$ cat config.mk
export PLATFORM = sky130hd
export DESIGN_NAME = bcd_countdown
export DESIGN_NICKNAME = d
export VERILOG_FILES = /design/src/rtl/bcd_pkg.sv /design/src/rtl/bcd_digit_dec.sv /design/src/rtl/bcd_countdown.sv
export SDC_FILE = /design/constraint.sdc
export NUM_CORES = 1
export LEC_CHECK = 0
export ABC_AREA = 1
export CAP_MARGIN = 20
export CORE_MARGIN = 3
export CORE_UTILIZATION = 48
export CTS_CLUSTER_SIZE = 12
export DETAILED_ROUTE_END_ITERATION = 6
export MAX_ROUTING_LAYER = met4
export PLACE_DENSITY = 0.8
export SKIP_CTS_REPAIR_TIMING = 1
export SYNTH_ARGS = -nofsm -noshare
export SYNTH_HDL_FRONTEND = slang
export SYNTH_SLANG_ARGS = --single-unit
$ cat constraint.sdc
create_clock -name clk -period 2 [get_ports clk]
set_input_delay 0.4 -clock clk [delete_from_list [all_inputs] [get_ports clk]]
set_output_delay 0.4 -clock clk [all_outputs]
set_load 0.01 [all_outputs]
$ cat src/rtl/bcd_pkg.sv
// Shared BCD definitions: digit constants, countdown state type and digit validity check.
// Used by the countdown top (bcd_countdown) and the single-digit decrement cell.
package bcd_pkg;

    localparam int         BCD_DIGIT_W = 4;
    localparam logic [3:0] BCD_NINE    = 4'd9;
    localparam logic [3:0] BCD_ZERO    = 4'd0;

    typedef enum logic [1:0] {
        IDLE = 2'd0,
        RUN  = 2'd1,
        DONE = 2'd2
    } state_t;

    function automatic logic bcd_digit_valid(input logic [BCD_DIGIT_W-1:0] digit);
        return digit <= BCD_NINE;
    endfunction

endpackage

$ cat src/rtl/bcd_digit_dec.sv
// Combinational single-digit BCD decrement with borrow chain in/out.
module bcd_digit_dec
    import bcd_pkg::*;
(
    input  logic [BCD_DIGIT_W-1:0] digit,
    input  logic                   borrow_in,
    output logic [BCD_DIGIT_W-1:0] digit_out,
    output logic                   borrow_out
);

    always_comb begin
        digit_out  = digit;
        borrow_out = borrow_in && (digit == BCD_ZERO);
        if (borrow_in) begin
            digit_out = (digit == BCD_ZERO) ? BCD_NINE : digit - 4'd1;
        end
    end

endmodule

$ cat src/rtl/bcd_countdown.sv
// N-digit BCD down-counter with load validation, IDLE/RUN/DONE control and done pulse.
// Define BCD_COUNTDOWN_WRAP_EN to reload from the last loaded value at terminal count.
module bcd_countdown
    import bcd_pkg::*;
#(
    parameter int DIGITS = 3
) (
    input  logic                clk,
    input  logic                rst,
    input  logic                load,
    input  logic [4*DIGITS-1:0] load_value,
    input  logic                start,
    input  logic                stop,
    input  logic                tick,
    output logic [4*DIGITS-1:0] count,
    output logic                running,
    output logic                zero,
    output logic                done,
    output logic                load_err
);

    localparam int         W       = 4 * DIGITS;
    localparam logic [W-1:0] CNT_ONE = W'(1);

    state_t         r_state;
    logic [W-1:0]   r_count;
    logic [W-1:0]   r_reload;
    logic           r_zero;
    logic           r_done;
    logic           r_load_err;

    state_t         w_state_nxt;
    logic [W-1:0]   w_count_nxt;
    logic [W-1:0]   w_reload_nxt;
    logic           w_done_nxt;
    logic           w_err_nxt;
    logic           w_load_ok;
    logic           w_tick_en;
    logic [W-1:0]   w_dec;
    logic [DIGITS:0] w_borrow;

    // A tick only acts when no higher-priority command is present this cycle.
    assign w_tick_en   = tick && !load && !stop && !start && (r_state == RUN);
    assign w_borrow[0] = w_tick_en;

    for (genvar g = 0; g < DIGITS; g++) begin : g_dig
        bcd_digit_dec u_dig (
            .digit      (r_count[g*BCD_DIGIT_W +: BCD_DIGIT_W]),
            .borrow_in  (w_borrow[g]),
            .digit_out  (w_dec[g*BCD_DIGIT_W +: BCD_DIGIT_W]),
            .borrow_out (w_borrow[g+1])
        );
    end

    always_comb begin
        w_load_ok = 1'b1;
        for (int i = 0; i < DIGITS; i++) begin
            if (!bcd_digit_valid(load_value[i*BCD_DIGIT_W +: BCD_DIGIT_W])) begin
                w_load_ok = 1'b0;
            end
        end
    end

    always_comb begin
        w_state_nxt  = r_state;
        w_count_nxt  = r_count;
        w_reload_nxt = r_reload;
        w_done_nxt   = 1'b0;
        w_err_nxt    = 1'b0;
        if (load) begin
            if (w_load_ok) begin
                w_count_nxt  = load_value;
                w_reload_nxt = load_value;
                w_state_nxt  = IDLE;
            end else begin
                w_err_nxt = 1'b1;
            end
        end else if (stop) begin
            if (r_state == RUN) w_state_nxt = IDLE;
        end else if (start) begin
            if (r_state == IDLE && r_count != '0) w_state_nxt = RUN;
        end else if (w_tick_en) begin
            if (r_count == CNT_ONE) begin
                w_done_nxt = 1'b1;
`ifdef BCD_COUNTDOWN_WRAP_EN
                if (r_reload != '0) begin
                    w_count_nxt = r_reload;
                end else begin
                    w_count_nxt = '0;
                    w_state_nxt = DONE;
                end
`else
                w_count_nxt = '0;
                w_state_nxt = DONE;
`endif
            end else if (!w_borrow[DIGITS]) begin
                // Top-digit borrow would mean underflow past zero; never let it land.
                w_count_nxt = w_dec;
            end
        end
    end

    always_ff @(posedge clk or posedge rst) begin
        if (rst) begin
            r_state    <= IDLE;
            r_count    <= '0;
            r_reload   <= '0;
            r_zero     <= 1'b1;
            r_done     <= 1'b0;
            r_load_err <= 1'b0;
        end else begin
            r_state    <= w_state_nxt;
            r_count    <= w_count_nxt;
            r_reload   <= w_reload_nxt;
            r_zero     <= (w_count_nxt == '0);
            r_done     <= w_done_nxt;
            r_load_err <= w_err_nxt;
        end
    end

    assign count    = r_count;
    assign running  = (r_state == RUN);
    assign zero     = r_zero;
    assign done     = r_done;
    assign load_err = r_load_err;

endmodule

[Word-level counts from Yosys, hierarchy flattened]
Cells that the tools add are included.
Widths: inputs -> output; s select.
Word-level totals
  output and inout bits: 16
  word-level logic and storage cells: 66
  bits of input ports: 18
  flip-flop bits (word level): 17
Operators by class
  reductions and logical operators: 20
  multiplexer cells: 30
  $lt $le $gt $ge: 3
  equal/unequal tests: 5
  add/subtract/negate cells: 3
Operators by type and width (count)
  $mux 12: 7
  $mux 4: 5
  $mux 2: 8
  $eq 12x1->1 const B: 1
  $le 4x4->1 const B: 3
  $logic_not 12->1: 1
  $logic_not 4->1: 3
  $reduce_bool 12->1: 1
  $sub 4x1->4 const B: 3
  $mux 1: 10
  $logic_and 1x1->1: 8
  $reduce_bool 4->1: 2
  $reduce_and 5->1: 1
  $ne 4x2->1 const B: 1
  $logic_not 1->1: 3
  $ne 3x2->1 const B: 1
  $eq 2x1->1 const B: 1
  $logic_not 2->1: 1
  $ne 2x1->1 const B: 1

[Longest topological paths before layout]
  depth after elaboration: 15
  gate-level depth with buffers: 15
  depth with buffers taken out: 15

[Modules after synthesis]
From an unflattened synthesis, not the netlist that was laid out.
Unflattened totals
  cell total of the unflattened synthesis: 253
  area total of the unflattened synthesis: 1506.4 um2
By module, submodules not included
  bcd_countdown: area an instance 1243.7 um2, cells an instance 202, seq. area each 426.7 um2, times used 1
  bcd_digit_dec: area an instance 87.6 um2, cells an instance 17, seq. area each 0.0 um2, times used 3

[Worst setup path after synthesis]
OpenSTA, ideal clock, no wires.
  path kind: register to register
  start: register r_count[0], in the netlist count[0]
  end: register r_zero, in the netlist zero
  setup time: 0.067 ns
  buffers on the path: 0
  clock period less this slack: 1.709 ns
  stages on the path, launching flop included: 13
  data arrival time: 1.642 ns
  path slack: 0.291 ns
  data required time: 1.933 ns
  path through: dfrtp_1 > inv_1 > ha_1 > inv_1 > nor3_4 > nand2_4 > clkinv_4 > nand3_2 > o21ai_2 > nand2_2 > nor2_1 > nand3_1 > nor2_1
On the way
  longest elaborated chain between the ends: 11
  elaborated cells between the ends (all ways): 17
  those cells by class: add/sub (1); eq/ne (1); mux (10); reduce/logical (5)
RTL lines
  start: declaration: line bcd_countdown.sv:26  | logic [W-1:0] r_count;
  start signal: assignment: line bcd_countdown.sv:113  | r_count <= w_count_nxt;
  $logic_not 4->1: line bcd_digit_dec.sv:13  | borrow_out = borrow_in && (digit == BCD_ZERO);
  $logic_and 1x1->1 (2 in a row): line bcd_digit_dec.sv:13
  $mux 4 or $logic_and 1x1->1 (tied branches): line bcd_digit_dec.sv:14, bcd_digit_dec.sv:13
  $mux 12: line bcd_countdown.sv:96  | end else if (!w_borrow[DIGITS]) begin
  $mux 12 (*): line bcd_countdown.sv:83  | if (r_count == CNT_ONE) begin
  $mux 12 (*): line bcd_countdown.sv:82  | end else if (w_tick_en) begin
  $mux 12 (*): line bcd_countdown.sv:80  | end else if (start) begin
  $mux 12 (*): line bcd_countdown.sv:78  | end else if (stop) begin
  $mux 12 (*): line bcd_countdown.sv:70  | if (load) begin
  named net w_count_nxt[11]: line bcd_countdown.sv:33  | logic [W-1:0] w_count_nxt;
  $logic_not 12->1 (*): line bcd_countdown.sv:115  | r_zero <= (w_count_nxt == '0);
  end signal: assignment: line bcd_countdown.sv:115
  end: declaration: line bcd_countdown.sv:28  | logic r_zero;
The timed path passes the listed nets; every way through them passes the cells marked *.
A chain may end at the register's enable or synchronous reset.

[Final worst setup path]
  start: register r_state[1]
  end: output port running
On the way
  longest elaborated chain between the ends: 1
RTL lines
  start: declaration: line bcd_countdown.sv:25  | state_t r_state;
  start signal: assignment: line bcd_countdown.sv:112  | r_state <= w_state_nxt;
  $eq 2x1->1: line bcd_countdown.sv:122  | assign running = (r_state == RUN);
  end: declaration: line bcd_countdown.sv:16  | output logic running,
Every way passes these cells.

==> key figures <==
Status
  • Status: completed

Setup path
  • CP dominant cell by count: inv_1
  • Critical-path maximum fanout: 4
  • Startpoint Class: flop
  • Largest stage delay on the critical path: 0.52 ns
  • Crit end category: output port
  • Reg-to-Reg Start: count[1]$_DFF_PP0_
  • Setup crit start: r_state[1]$_DFFE_PP0P_
  • Crit path arrival time: 1.47 ns
  • Worst Path Required: 1.60 ns
  • CP top delay family: buffers and inverters
  • Slowest stage cell, crit path: clkdlybuf4s50_1
  • CP cell instances: inv_1, nand2_1, inv_1, clkdlybuf4s50_1
  • FF-to-FF setup slack: 0.13 ns
  • Worst-case reg-to-reg path depth: 13
  • CP Class: flop to output port
  • Worst Path Buf+Inv: 3
  • R2r endpoint: zero$_DFF_PP1_

Timing
  • Final Cycle Share: 93.67%
  • Setup violations, final: 0
  • Hold_ws: 0.4867 ns
  • Minimum clock period: 1.873 ns
  • Worst clock skew: 0.02244 ns
  • Worst-Margin Slew: 0.7154 ns
  • Max Slew Vio Count: 0
  • Fmax: 533.8 MHz
  • Final hold viol count: 0
  • Slew margin rel.: 52.25%

Global routing
  • Total GRT Usage: 25.19%
  • Global-route wire length before repair: 6437 um
  • Pin count of the biggest net entering global routing: 18
  • Vias in the first global route: 1455
  • Initial antenna violation count: 0
  • Total grt overflow: 0

Placed design
  • Routability Congestion: 0.9077
  • Dpl hpwl: 3104 um
  • Cell count after placement: 275
  • # port buffers: 33
  • Placed cell area: 0.001812 mm^2

Finish
  • Layout area overhead: 45.77%
  • Most common cell after layout, fill and taps aside: nand2_1
  • Most frequent cells in the layout: nand2_1, clkdlybuf4s50_1, inv_1
  • Finished Cell Area: 0.001921 mm^2
  • Layout cell share with drive strength beyond 1: 21.34%
  • Layout Nets: 274
  • Fin cells: 283
  • N_diodes: 0

Clock tree
  • CTS sink cnt: 17
  • CTS tree: built
  • Root Driver: clkbuf_4
  • Clock buffer depth: 2
  • Clk_lat worst skew: 0.31 ns
  • Clock transition at the registers of the reported paths: 0.12 ns
  • CTS H-tree lvls: 1
  • CTS Buf Count: 3

Routing
  • DR vias/cell: 5.629
  • Met3 routed WL: 304 um
  • ANT nets after route: 0
  • Drt wl/cell: 14.44 um
  • Post-route DRC: 0
  • Highest metal used: met4
  • Total wire length: 4086 um
  • Pre-antenna DRT Iters: 4
  • Detailed router's first-iteration violation count: 106
  • Routed wl met2: 2078 um
  • Vias: 1593
  • Wl on met1: 1615 um

Yosys
  • Netlist cell types: 31
  • Synth Area per Inst: 6.688 um^2
  • Synthesized area: 0.001318 mm^2
  • Register area share after synthesis: 32.38%
  • Ys Warns: 0
  • Synthesized netlist cell count: 197
  • Net Count, Synth: 217
  • Synthesized flop and latch total: 17

Floorplan
  • Io pins: 34
  • Die Ht: 58.39 um
  • Horiz. Die Dim: 58.39 um
  • Site Rows: 18
  • Core Box Area: 0.002545 mm^2
  • Initial Util: 51.77%
  • Die area: 0.003409 mm^2

Power and ir drop
  • Worst VDD drop: 0.6181 mV
  • Leakage: 0.9718 nW
  • Total power: 1.249 mW
  • PwrDens: 650.4 mW/mm^2

Min path
  • HP Class: input pin to asynchronous set/reset pin

Run
  • Max Cap Viol: 0
## cells in the mapped netlist, drive strengths merged
cell,instances,area (um^2)
clkbuf,3,11.26
o211ai,1,7.510
nand4,5,31.28
o21ai,23,122.6
dfstp,1,26.28
dfrtp,16,400.4
nand3,19,115.1
nand2,56,225.2
a211oi,1,7.510
xor2,1,8.760
nor2,20,101.4
ha,2,25.02
nor3,4,36.29
inv,29,108.9
a21oi,11,55.05
nand3b,1,7.510
buf,1,5.000
nor3b,1,7.510
clkinv,1,8.760
o22ai,1,6.260
## per-stage QoR
step | utilization, % | TNS [ns] | setup WS (ns)
after detailed placement | 71.19 | -0.1696 | -0.1648
final | 75.47 | 0 | 0.1267
after global routing | 75.47 | -0.04757 | -0.04757
after CTS | 72.27 | 0 | 0.05592
after floorplan | - | 0 | 0.2914
after global placement | 71.19 | -0.09959 | -0.09959
## cell type report
class / instances / area (um^2)
Timing Repair Buffer: 55 / 501.7
Inverter: 30 / 120.1
Multi-Input combinational cell: 146 / 800.8
Timing Repair inverter: 1 / 6.256
Fill cell: 203 / 624.3
Clock buffer: 3 / 22.52
Clock inverter: 1 / 5.005
Tap cell: 30 / 37.54
Sequential cell: 17 / 426.7
## where the power goes
part	internal [mW]	switching, mW
combinational	0.273	0.329
sequential	0.391	0.0612
clock	0.0747	0.120
## routing by layer
layer | vias to the layer above | track usage, %
met2 | 78 | 42.90
met1 | 748 | 30.12
met4 | 0 | 6.291
met5 | - | -
li1 | 751 | -
met3 | 16 | 5.482
## worst max path at each step
| stage | end | slack [ns] | depth (start not counted) |
|---|---|---|---|
| after floorplan | zero$_DFF_PP1_ | 0.29 | 12 |
| after global placement | zero$_DFF_PP1_ | -0.1 | 12 |
| after detailed placement | zero$_DFF_PP1_ | -0.16 | 12 |
| after CTS | zero$_DFF_PP1_ | 0.06 | 12 |
| after global routing | zero$_DFF_PP1_ | -0.05 | 11 |
| final | running | 0.13 | 4 |
## flip-flops by register name (all words and copies together), names as in the netlist
register,cells
r_state,2
load_err,1
count,12
done,1
zero,1
## logic make-up after synthesis
kind of cell               synth area share, %
and+or+nand+nor                          39.79
xor gates and xnor gates                0.6649
AOI/OAI and AO/OA                        15.10
DFF                                      32.38
buffers and inverters                    10.16
adders and majority gates                1.899
(Power assumes the default switching activity.)
